<file path="src/rtl/k423_if_fetch_pkg.sv">
// Shared types and constants for the k423 instruction-fetch unit.
// Optional access-fault support is enabled by defining K423_IF_ACCESS_FAULT_EN.
package k423_if_fetch_pkg;

  localparam int CORE_XLEN   = 32;
  localparam int CORE_INST_W = 32;

  localparam logic [CORE_XLEN-1:0] IF_RST_PC     = 32'h8000_0000;
  localparam int                   IF_FIFO_DEPTH = 2;

`ifdef K423_IF_ACCESS_FAULT_EN
  localparam int IF_ENTRY_W = CORE_XLEN + CORE_INST_W + 1;

  typedef enum logic [1:0] {
    IF_ST_BOOT = 2'd0,
    IF_ST_RUN  = 2'd1,
    IF_ST_HALT = 2'd2
  } if_state_e;

  typedef struct packed {
    logic [CORE_XLEN-1:0]   pc;
    logic [CORE_INST_W-1:0] inst;
    logic                   err;
  } if_entry_t;
`else
  localparam int IF_ENTRY_W = CORE_XLEN + CORE_INST_W;

  typedef enum logic [1:0] {
    IF_ST_BOOT = 2'd0,
    IF_ST_RUN  = 2'd1
  } if_state_e;

  typedef struct packed {
    logic [CORE_XLEN-1:0]   pc;
    logic [CORE_INST_W-1:0] inst;
  } if_entry_t;
`endif

  // Fetch addresses are always word aligned; the low two bits are forced to zero.
  function automatic logic [CORE_XLEN-1:0] if_align_pc(input logic [CORE_XLEN-1:0] pc);
    return pc & ~CORE_XLEN'(3);
  endfunction

  function automatic logic [CORE_XLEN-1:0] if_next_pc(input logic [CORE_XLEN-1:0] pc);
    return pc + CORE_XLEN'(4);
  endfunction

endpackage

</file>
<file path="src/rtl/k423_if_fetch_if.sv">
// Bus bundle between the fetch unit, instruction memory and the ID stage.
// The error/fault pair exists only when K423_IF_ACCESS_FAULT_EN is defined.
interface k423_if_fetch_if;
  import k423_if_fetch_pkg::*;

  logic                   imem_req_vld_o;
  logic                   imem_req_rdy_i;
  logic [CORE_XLEN-1:0]   imem_req_addr_o;
  logic                   imem_rsp_vld_i;
  logic [CORE_INST_W-1:0] imem_rsp_data_i;
`ifdef K423_IF_ACCESS_FAULT_EN
  logic                   imem_rsp_err_i;
  logic                   if_fault_o;
`endif
  logic                   if_vld_o;
  logic                   id_rdy_i;
  logic [CORE_INST_W-1:0] if_inst_o;
  logic [CORE_XLEN-1:0]   if_pc_o;

  // Names are from the fetch unit's point of view, which is the master side.
  modport master (
    input  imem_req_rdy_i, imem_rsp_vld_i, imem_rsp_data_i, id_rdy_i,
`ifdef K423_IF_ACCESS_FAULT_EN
    input  imem_rsp_err_i,
    output if_fault_o,
`endif
    output imem_req_vld_o, imem_req_addr_o, if_vld_o, if_inst_o, if_pc_o
  );

  modport slave (
    output imem_req_rdy_i, imem_rsp_vld_i, imem_rsp_data_i, id_rdy_i,
`ifdef K423_IF_ACCESS_FAULT_EN
    output imem_rsp_err_i,
    input  if_fault_o,
`endif
    input  imem_req_vld_o, imem_req_addr_o, if_vld_o, if_inst_o, if_pc_o
  );

endinterface

</file>
<file path="src/rtl/k423_if_fifo.sv">
// Small synchronous FIFO holding fetched {pc, inst[, err]} entries for the ID stage.
// DEPTH must be a power of two and at least 2; flush takes priority over push and pop.
module k423_if_fifo #(
  parameter int WIDTH = 64,
  parameter int DEPTH = 2
) (
  input  logic                       clk_i,
  input  logic                       rst_n_i,
  input  logic                       push_i,
  input  logic [WIDTH-1:0]           push_data_i,
  input  logic                       pop_i,
  input  logic                       flush_i,
  output logic [WIDTH-1:0]           head_o,
  output logic [$clog2(DEPTH):0]     count_o,
  output logic                       empty_o,
  output logic                       full_o
);

  localparam int AW = $clog2(DEPTH);
  localparam int CW = AW + 1;

  logic [WIDTH-1:0] mem_q [DEPTH];
  logic [AW-1:0]    wptr_q;
  logic [AW-1:0]    rptr_q;
  logic [CW-1:0]    cnt_q;
  logic             do_push;
  logic             do_pop;

  assign empty_o = (cnt_q == '0);
  assign full_o  = (cnt_q == CW'(DEPTH));
  assign count_o = cnt_q;
  assign head_o  = mem_q[rptr_q];

  // A full FIFO may still accept a push when the head leaves in the same cycle.
  assign do_pop  = pop_i & ~empty_o;
  assign do_push = push_i & (~full_o | do_pop);

  always_ff @(posedge clk_i or negedge rst_n_i) begin
    if (!rst_n_i) begin
      wptr_q <= '0;
      rptr_q <= '0;
      cnt_q  <= '0;
      for (int i = 0; i < DEPTH; i++) begin
        mem_q[i] <= '0;
      end
    end else if (flush_i) begin
      wptr_q <= '0;
      rptr_q <= '0;
      cnt_q  <= '0;
    end else begin
      if (do_push) begin
        mem_q[wptr_q] <= push_data_i;
        wptr_q        <= wptr_q + AW'(1);
      end
      if (do_pop) begin
        rptr_q <= rptr_q + AW'(1);
      end
      cnt_q <= cnt_q + CW'(do_push) - CW'(do_pop);
    end
  end

endmodule

</file>
<file path="src/rtl/k423_if_fetch.sv">
// Instruction-fetch unit: owns the fetch PC, issues credit-limited word requests,
// buffers responses for ID and drops stale responses after a redirect.
// Access-fault tracking and the HALT state are enabled by K423_IF_ACCESS_FAULT_EN.
module k423_if_fetch
  import k423_if_fetch_pkg::*;
#(
  parameter logic [CORE_XLEN-1:0] RST_PC     = IF_RST_PC,
  parameter int                   FIFO_DEPTH = IF_FIFO_DEPTH
) (
  input  logic                 clk_i,
  input  logic                 rst_n_i,
  input  logic                 redirect_vld_i,
  input  logic [CORE_XLEN-1:0] redirect_pc_i,
  k423_if_fetch_if.master      bus
);

  localparam int CW = $clog2(FIFO_DEPTH) + 1;

  if_state_e            state_q;
  logic [CORE_XLEN-1:0] fetch_pc_q, fetch_pc_d;
  logic [CORE_XLEN-1:0] rsp_pc_q, rsp_pc_d;
  logic [CW-1:0]        inflight_q, inflight_d;
  logic [CW-1:0]        discard_q, discard_d;

  logic [CW-1:0]        fifo_cnt;
  logic                 fifo_empty;
  logic                 fifo_full;
  if_entry_t            push_entry;
  if_entry_t            head_entry;

  logic [CW:0]          credit_used;
  logic                 req_vld;
  logic                 req_fire;
  logic                 rsp_take;
  logic                 rsp_keep;
  logic                 push;
  logic                 pop;
  logic [CORE_XLEN-1:0] redirect_pc;

  assign redirect_pc = if_align_pc(redirect_pc_i);

  // Live requests (not marked for discard) plus buffered entries must stay below depth.
  assign credit_used = {1'b0, inflight_q - discard_q} + {1'b0, fifo_cnt};
  assign req_vld     = (state_q != IF_ST_BOOT) & (state_q == IF_ST_RUN) & ~redirect_vld_i
                     & (credit_used < (CW+1)'(FIFO_DEPTH));
  assign req_fire    = req_vld & bus.imem_req_rdy_i;

  // Responses during BOOT belong to a transaction from before reset and are ignored.
  assign rsp_take = bus.imem_rsp_vld_i & (state_q != IF_ST_BOOT);
  assign rsp_keep = rsp_take & ~redirect_vld_i & (discard_q == '0);
  assign pop      = ~fifo_empty & bus.id_rdy_i;
  assign push     = rsp_keep & (~fifo_full | pop);

  always_comb begin
    push_entry      = '0;
    push_entry.pc   = rsp_pc_q;
    push_entry.inst = bus.imem_rsp_data_i;
`ifdef K423_IF_ACCESS_FAULT_EN
    push_entry.err  = bus.imem_rsp_err_i;
`endif
  end

  // A redirect restarts both PCs and marks every still-outstanding response as stale.
  always_comb begin
    fetch_pc_d = fetch_pc_q;
    rsp_pc_d   = rsp_pc_q;
    inflight_d = inflight_q + CW'(req_fire) - CW'(rsp_take);
    discard_d  = discard_q;
    if (redirect_vld_i) begin
      fetch_pc_d = redirect_pc;
      rsp_pc_d   = redirect_pc;
      discard_d  = inflight_q - CW'(rsp_take);
    end else begin
      if (req_fire) begin
        fetch_pc_d = if_next_pc(fetch_pc_q);
      end
      if (push) begin
        rsp_pc_d = if_next_pc(rsp_pc_q);
      end
      if (rsp_take && (discard_q != '0)) begin
        discard_d = discard_q - CW'(1);
      end
    end
  end

  always_ff @(posedge clk_i or negedge rst_n_i) begin
    if (!rst_n_i) begin
      fetch_pc_q <= RST_PC;
      rsp_pc_q   <= RST_PC;
      inflight_q <= '0;
      discard_q  <= '0;
    end else begin
      fetch_pc_q <= fetch_pc_d;
      rsp_pc_q   <= rsp_pc_d;
      inflight_q <= inflight_d;
      discard_q  <= discard_d;
    end
  end

  // BOOT lasts exactly one cycle even when a redirect arrives during it.
  always_ff @(posedge clk_i or negedge rst_n_i) begin
    if (!rst_n_i) begin
      state_q <= IF_ST_BOOT;
    end else begin
      case (state_q)
        IF_ST_BOOT: state_q <= IF_ST_RUN;
`ifdef K423_IF_ACCESS_FAULT_EN
        IF_ST_RUN:  state_q <= (push && push_entry.err) ? IF_ST_HALT : IF_ST_RUN;
        IF_ST_HALT: state_q <= redirect_vld_i ? IF_ST_RUN : IF_ST_HALT;
`else
        IF_ST_RUN:  state_q <= IF_ST_RUN;
`endif
        default:    state_q <= IF_ST_BOOT;
      endcase
    end
  end

  k423_if_fifo #(
    .WIDTH (IF_ENTRY_W),
    .DEPTH (FIFO_DEPTH)
  ) u_fifo (
    .clk_i       (clk_i),
    .rst_n_i     (rst_n_i),
    .push_i      (push),
    .push_data_i (push_entry),
    .pop_i       (pop),
    .flush_i     (redirect_vld_i),
    .head_o      (head_entry),
    .count_o     (fifo_cnt),
    .empty_o     (fifo_empty),
    .full_o      (fifo_full)
  );

  assign bus.imem_req_vld_o  = req_vld;
  assign bus.imem_req_addr_o = fetch_pc_q;
  assign bus.if_vld_o        = ~fifo_empty;
  assign bus.if_inst_o       = head_entry.inst;
  assign bus.if_pc_o         = head_entry.pc;
`ifdef K423_IF_ACCESS_FAULT_EN
  assign bus.if_fault_o      = head_entry.err & ~fifo_empty;
`endif

endmodule

</file>
<file path="src/flat_wrapper.sv">
// flat-port wrapper written by rule: the top's interface ports become plain ports
module k423_if_fetch_flat import k423_if_fetch_pkg::*;
#(
  parameter logic [CORE_XLEN-1:0] RST_PC     = IF_RST_PC,
  parameter int                   FIFO_DEPTH = IF_FIFO_DEPTH
)
  (clk_i, rst_n_i, redirect_vld_i, redirect_pc_i, bus_imem_req_rdy_i, bus_imem_rsp_vld_i, bus_imem_rsp_data_i, bus_id_rdy_i, bus_imem_req_vld_o, bus_imem_req_addr_o, bus_if_vld_o, bus_if_inst_o, bus_if_pc_o);
  k423_if_fetch_if bus_i ();
  input  logic clk_i;
  input  logic rst_n_i;
  input  logic redirect_vld_i;
  input  logic [CORE_XLEN-1:0] redirect_pc_i;
  input wire logic [$bits(bus_i.imem_req_rdy_i)-1:0] bus_imem_req_rdy_i;
  input wire logic [$bits(bus_i.imem_rsp_vld_i)-1:0] bus_imem_rsp_vld_i;
  input wire logic [$bits(bus_i.imem_rsp_data_i)-1:0] bus_imem_rsp_data_i;
  input wire logic [$bits(bus_i.id_rdy_i)-1:0] bus_id_rdy_i;
  output wire logic [$bits(bus_i.imem_req_vld_o)-1:0] bus_imem_req_vld_o;
  output wire logic [$bits(bus_i.imem_req_addr_o)-1:0] bus_imem_req_addr_o;
  output wire logic [$bits(bus_i.if_vld_o)-1:0] bus_if_vld_o;
  output wire logic [$bits(bus_i.if_inst_o)-1:0] bus_if_inst_o;
  output wire logic [$bits(bus_i.if_pc_o)-1:0] bus_if_pc_o;
  assign bus_i.imem_req_rdy_i = bus_imem_req_rdy_i;
  assign bus_i.imem_rsp_vld_i = bus_imem_rsp_vld_i;
  assign bus_i.imem_rsp_data_i = bus_imem_rsp_data_i;
  assign bus_i.id_rdy_i = bus_id_rdy_i;
  assign bus_imem_req_vld_o = bus_i.imem_req_vld_o;
  assign bus_imem_req_addr_o = bus_i.imem_req_addr_o;
  assign bus_if_vld_o = bus_i.if_vld_o;
  assign bus_if_inst_o = bus_i.if_inst_o;
  assign bus_if_pc_o = bus_i.if_pc_o;
  k423_if_fetch #(.RST_PC(RST_PC), .FIFO_DEPTH(FIFO_DEPTH)) u_core (.clk_i(clk_i), .rst_n_i(rst_n_i), .redirect_vld_i(redirect_vld_i), .redirect_pc_i(redirect_pc_i), .bus(bus_i));
endmodule
</file>
<file path="config.mk">
export PLATFORM = sky130hd
export DESIGN_NAME = k423_if_fetch_flat
export DESIGN_NICKNAME = d
export VERILOG_FILES = /design/src/rtl/k423_if_fetch_pkg.sv /design/src/rtl/k423_if_fetch_if.sv /design/src/rtl/k423_if_fifo.sv /design/src/rtl/k423_if_fetch.sv /design/src/flat_wrapper.sv
export SDC_FILE = /design/constraint.sdc
export NUM_CORES = 1
export LEC_CHECK = 0
export BUFFER_PORTS_ARGS = -buffer_cell sky130_fd_sc_hd__buf_2
export CAP_MARGIN = 25
export CORE_UTILIZATION = 58
export CTS_BUF_LIST = sky130_fd_sc_hd__clkbuf_4 sky130_fd_sc_hd__clkbuf_8
export CTS_CLUSTER_DIAMETER = 80
export DETAILED_ROUTE_END_ITERATION = 12
export GPL_TIMING_DRIVEN = 0
export PLACE_DENSITY = 0.82
export REMOVE_ABC_BUFFERS = 1
export SLEW_MARGIN = 10
export SYNTH_ARGS = -nofsm -noshare
export SYNTH_HDL_FRONTEND = slang
export SYNTH_SLANG_ARGS = --single-unit
</file>
<file path="constraint.sdc">
create_clock -name clk_i -period 3.4 [get_ports clk_i]
set_input_delay 0.51 -clock clk_i [delete_from_list [all_inputs] [get_ports clk_i]]
set_output_delay 0.51 -clock clk_i [all_outputs]
set_load 0.02 [all_outputs]
</file>
==> insert_results.sql <==
INSERT INTO impl_metrics (metric_group, metric, value, unit) VALUES
('route', 'routed_via_count_divided_by_cell_count', '5.82', ''),
('worst_hold_path', 'min-delay-path-class', 'in2async', ''),
('timing', 'worstMarginPinSlew', '1.15', 'ns'),
('pwr', 'static-leakage-power', '5.18', 'nW'),
('worst_setup_path', 'worstPathCellList', 'inv_1 > ha_1 > xor2_1 > xnor2_1 > fa_1 > and4b_1 > nand2_2 > inv_2 > nand2_1 > o211ai_1 > o311ai_0', ''),
('final_layout', 'fraction_of_layout_instances_using_a_drive_strength_above_1', '0.425', ''),
('synth', 'most_frequently_used_cell_type_in_the_post_synthesis_netlist', 'dfrtp_1', ''),
('worst_setup_path', 'critical_path.startpoint_type', 'register', ''),
('synth', 'synth.yosys.seq_area_share', '0.516', ''),
('worst_setup_path', 'crit_required', '3.73', 'ns'),
('flow_run', 'drv_cap', '0', ''),
('clocking', 'clock_sink_count', '193', ''),
('synth', 'synthesis.area', '9370', 'sq um'),
('placed_design', 'gp_routability_congestion', '0.827', ''),
('global_route', 'grt_util_all_layers', '0.259', ''),
('synth', 'synth_enable_flop_cells', '0', ''),
('floorplan', 'die_height', '129', 'um'),
('floorplan', 'top_level_ports', '168', ''),
('synth', 'synth-warning-count', '0', ''),
('global_route', 'antenna_found_initial', '0', ''),
('final_layout', 'nets', '1013', ''),
('final_layout', 'sequential_cell_area', '4840', 'sq um'),
('clocking', 'cts_tree', 'built', ''),
('clocking', 'clock_transition_at_the_register_clock_pins_on_the_worst_setup_and_hold_paths_after_cts', '0.09', 'ns'),
('floorplan', 'core-area', '15800', 'sq um'),
('status', 'outcome', 'completed', ''),
('worst_setup_path', 'cp_data_arrival_time', '3.50', 'ns'),
('synth', 'netlist.top_cell.by_area', 'dfrtp_1', ''),
('synth', 'ys_seq_elements', '193', ''),
('floorplan', 'start_util', '0.592', ''),
('timing', 'timing.clock.skew', '0.0111', 'ns'),
('synth', 'most_used_flip_flop_cell_after_synthesis', 'dfrtp_1', ''),
('timing', 'finalSetupViolCount', '0', ''),
('clocking', 'worst_skew_pair.late_latency', '0.46', 'ns'),
('floorplan', 'floorplan.die_area', '16700', 'sq um'),
('synth', 'syn_inst', '789', ''),
('synth', 'synth_top_cell_area_share', '0.510', ''),
('global_route', 'maximum_number_of_pins_on_one_net_before_global_route_repair', '100', ''),
('pwr', 'peakVddDrop', '0.000372', 'V'),
('timing', 'max_slew_margin', '0.229', ''),
('route', 'first_pass_iters', '5', ''),
('synth', 'top_cells_by_area_in_the_synthesized_netlist', 'dfrtp_1 51%, mux2_2 22%, nand2_1 2.6%', ''),
('floorplan', 'num_rows', '46', ''),
('synth', 'synth-async-reset-ratio', '1.00', ''),
('timing', 'unrepaired_setup_endpoints_after_global_routing', 'false', ''),
('worst_setup_path', 'crit_type', 'reg2reg', ''),
('timing', 'finalMaxSlewViolations', '0', ''),
('route', 'num_vias', '6768', ''),
('placed_design', 'place.detailed.hpwl', '14100', 'um'),
('clocking', 'htreeDepth', '4', ''),
('clocking', 'cts_buffer_depth', '2', ''),
('clocking', 'tritoncts.num_buffers', '17', ''),
('final_layout', 'final_core_util', '0.683', ''),
('synth', 'syn_area_per_cell', '11.9', 'sq um'),
('final_layout', 'layout_area_overhead', '15.4', '%'),
('pwr', 'totalPowerFinal', '0.00734', 'W'),
('timing', 'timing.final.hold_violations', '0', ''),
('synth', 'synth.distinct_cells', '56', ''),
('clocking', 'root_buffer', 'clkbuf_8', ''),
('timing', 'timing.final.crit_period', '3.18', 'ns'),
('clocking', 'holdBufCountCts', '0', ''),
('route', 'final_antenna_net_count', '0', ''),
('floorplan', 'die-width', '129', 'um'),
('final_layout', 'diodes', '0', ''),
('placed_design', 'place_ws', '-0.732', 'ns'),
('worst_setup_path', 'critical_path.slowest_cell', 'fa_1', ''),
('global_route', 'grt_overflow', '0', ''),
('worst_setup_path', 'critical_path.endpoint_type', 'register', ''),
('worst_setup_path', 'largest_stage_delay_on_the_critical_path', '0.54', 'ns'),
('route', 'routedWlPerCell', '18.0', 'um'),
('synth', 'synth.cells.most_frequent', '191 x dfrtp_1, 181 x mux2_2, 64 x nand2_1, 41 x nand3_1', '');
==> kinds of logic (layout without fill, tap and decap cells) <==
group | after synthesis | count (layout) | share of synthesized area
flops | 193 | 193 | 0.516
mux | 188 | 188 | 0.226
buf+inv | 60 | 213 | 0.0290
fa+ha+maj | 9 | 9 | 0.0128
simple gates | 216 | 217 | 0.126
other cells | 2 | 5 | 0.000802
compound gates | 93 | 93 | 0.0639
xor+xnor | 28 | 28 | 0.0262
==> area by class of cell <==
class | count | area share
multi-input combinational | 540 | 0.398
timing repair buffer | 166 | 0.0861
clock inverter | 12 | 0.0145
inverter | 16 | 0.00556
sequential | 193 | 0.447
tap | 216 | 0.0250
clock buffer | 19 | 0.0236
==> metal layers <==
| metal | global-route usage | wire, um | up-vias |
|---|---|---|---|
| met4 | 0.0920 | 333 | 0 |
| met2 | 0.421 | 9790 | 234 |
| li1 | - | - | 3148 |
| met5 | 0 | 0 | - |
| met3 | 0.0632 | 1420 | 24 |
| met1 | 0.340 | 9400 | 3362 |
==> worst max-delay path: cells and delay by family (launching register included) <==
family / cells / cell delay, ns
compound gates: 2 / 0.36
xor+xnor: 2 / 0.32
fa+ha+maj: 2 / 0.70
buf+inv: 2 / 0.39
flops: 1 / 0.37
simple gates: 3 / 0.91
==> cell usage in the layout, fill, tap and decap left out, types with 3 or more instances in the layout <==
| cell type | synthesis | final |
|---|---|---|
| bufinv_16 | 0 | 3 |
| mux2_2 | 181 | 181 |
| buf_2 | 22 | 160 |
| inv_6 | 0 | 3 |
| dfrtp_1 | 191 | 190 |
| o21ai_1 | 5 | 5 |
| clkinv_2 | 0 | 3 |
| ha_1 | 8 | 8 |
| o311ai_0 | 9 | 9 |
| nor3_1 | 4 | 4 |
| nand4_1 | 22 | 22 |
| a31oi_1 | 5 | 5 |
| a21oi_1 | 13 | 13 |
| and3_1 | 14 | 14 |
| and2_1 | 6 | 6 |
| o211ai_1 | 20 | 20 |
| clkbuf_8 | 0 | 18 |
| and4_1 | 4 | 4 |
| nor4_1 | 3 | 3 |
| conb_1 | 2 | 5 |
| xor2_1 | 16 | 16 |
| inv_1 | 14 | 14 |
| nor2_4 | 1 | 3 |
| nand3_1 | 41 | 41 |
| mux2_1 | 5 | 5 |
| xnor2_1 | 12 | 12 |
| buf_12 | 0 | 3 |
| nor2_1 | 30 | 29 |
| or3_1 | 8 | 8 |
| o21ai_0 | 30 | 30 |
| nand2_1 | 64 | 63 |
==> power breakdown <==
part / switching, W / internal [W]
clock: 0.000804 / 0.000757
sequential: 0.000388 / 0.00282
combinational: 0.00140 / 0.00118
==> per-stage QoR <==
step                      hold WS [ns]  cells  TNS, ns  cell area, sq um
final                           0.0621   1162        0             10800
after global routing             0.107   1162        0             10800
after CTS                       0.0724   1161        0             10800
after detailed placement         0.470   1130   -34.38             10400
after global placement           0.458   1125  -447.19             10200
after floorplan                  0.214    748        0              9170
==> timing repair <==
item | 4_1_cts | 5_1_grt
gates cloned | 0 | 1
pin swaps | 0 | 1
resized for setup | 2 | 1
setup buffers | 0 | 0
hold endpoints to repair | 0 | 0
setup endpoints to repair | 62 | 33
==> path summary, 6_finish.rpt <==
path                                               from                              to  slack, ns  cells past startpoint
worst max-delay path               u_core.inflight_q[0]  u_core.bus.imem_req_addr_o[15]       0.22                     11
worst min-delay path                            rst_n_i         u_core.u_fifo.mem_q[78]       0.06                      1
worst max register to register     u_core.inflight_q[0]  u_core.bus.imem_req_addr_o[15]       0.22                     11
worst min register to register  u_core.u_fifo.mem_q[49]         u_core.u_fifo.mem_q[49]       0.49                      2
max in group asynchronous                       rst_n_i            u_core.u_fifo.rptr_q       2.37                      2
min in group clk_i               bus_imem_rsp_data_i[5]         u_core.u_fifo.mem_q[69]       0.29                      2
==> state kept, by name, indices dropped and copies added, names as in the netlist <==
signal	cells
u_core.u_fifo.count_o	2
u_core.u_fifo.wptr_q	1
u_core.inflight_q	2
u_core.state_q	1
u_core.u_fifo.rptr_q	1
u_core.discard_q	2
u_core.bus.imem_req_addr_o	30
u_core.rsp_pc_q	30
u_core.u_fifo.mem_q	124
Note: power is estimated with default switching activity, not from simulation.
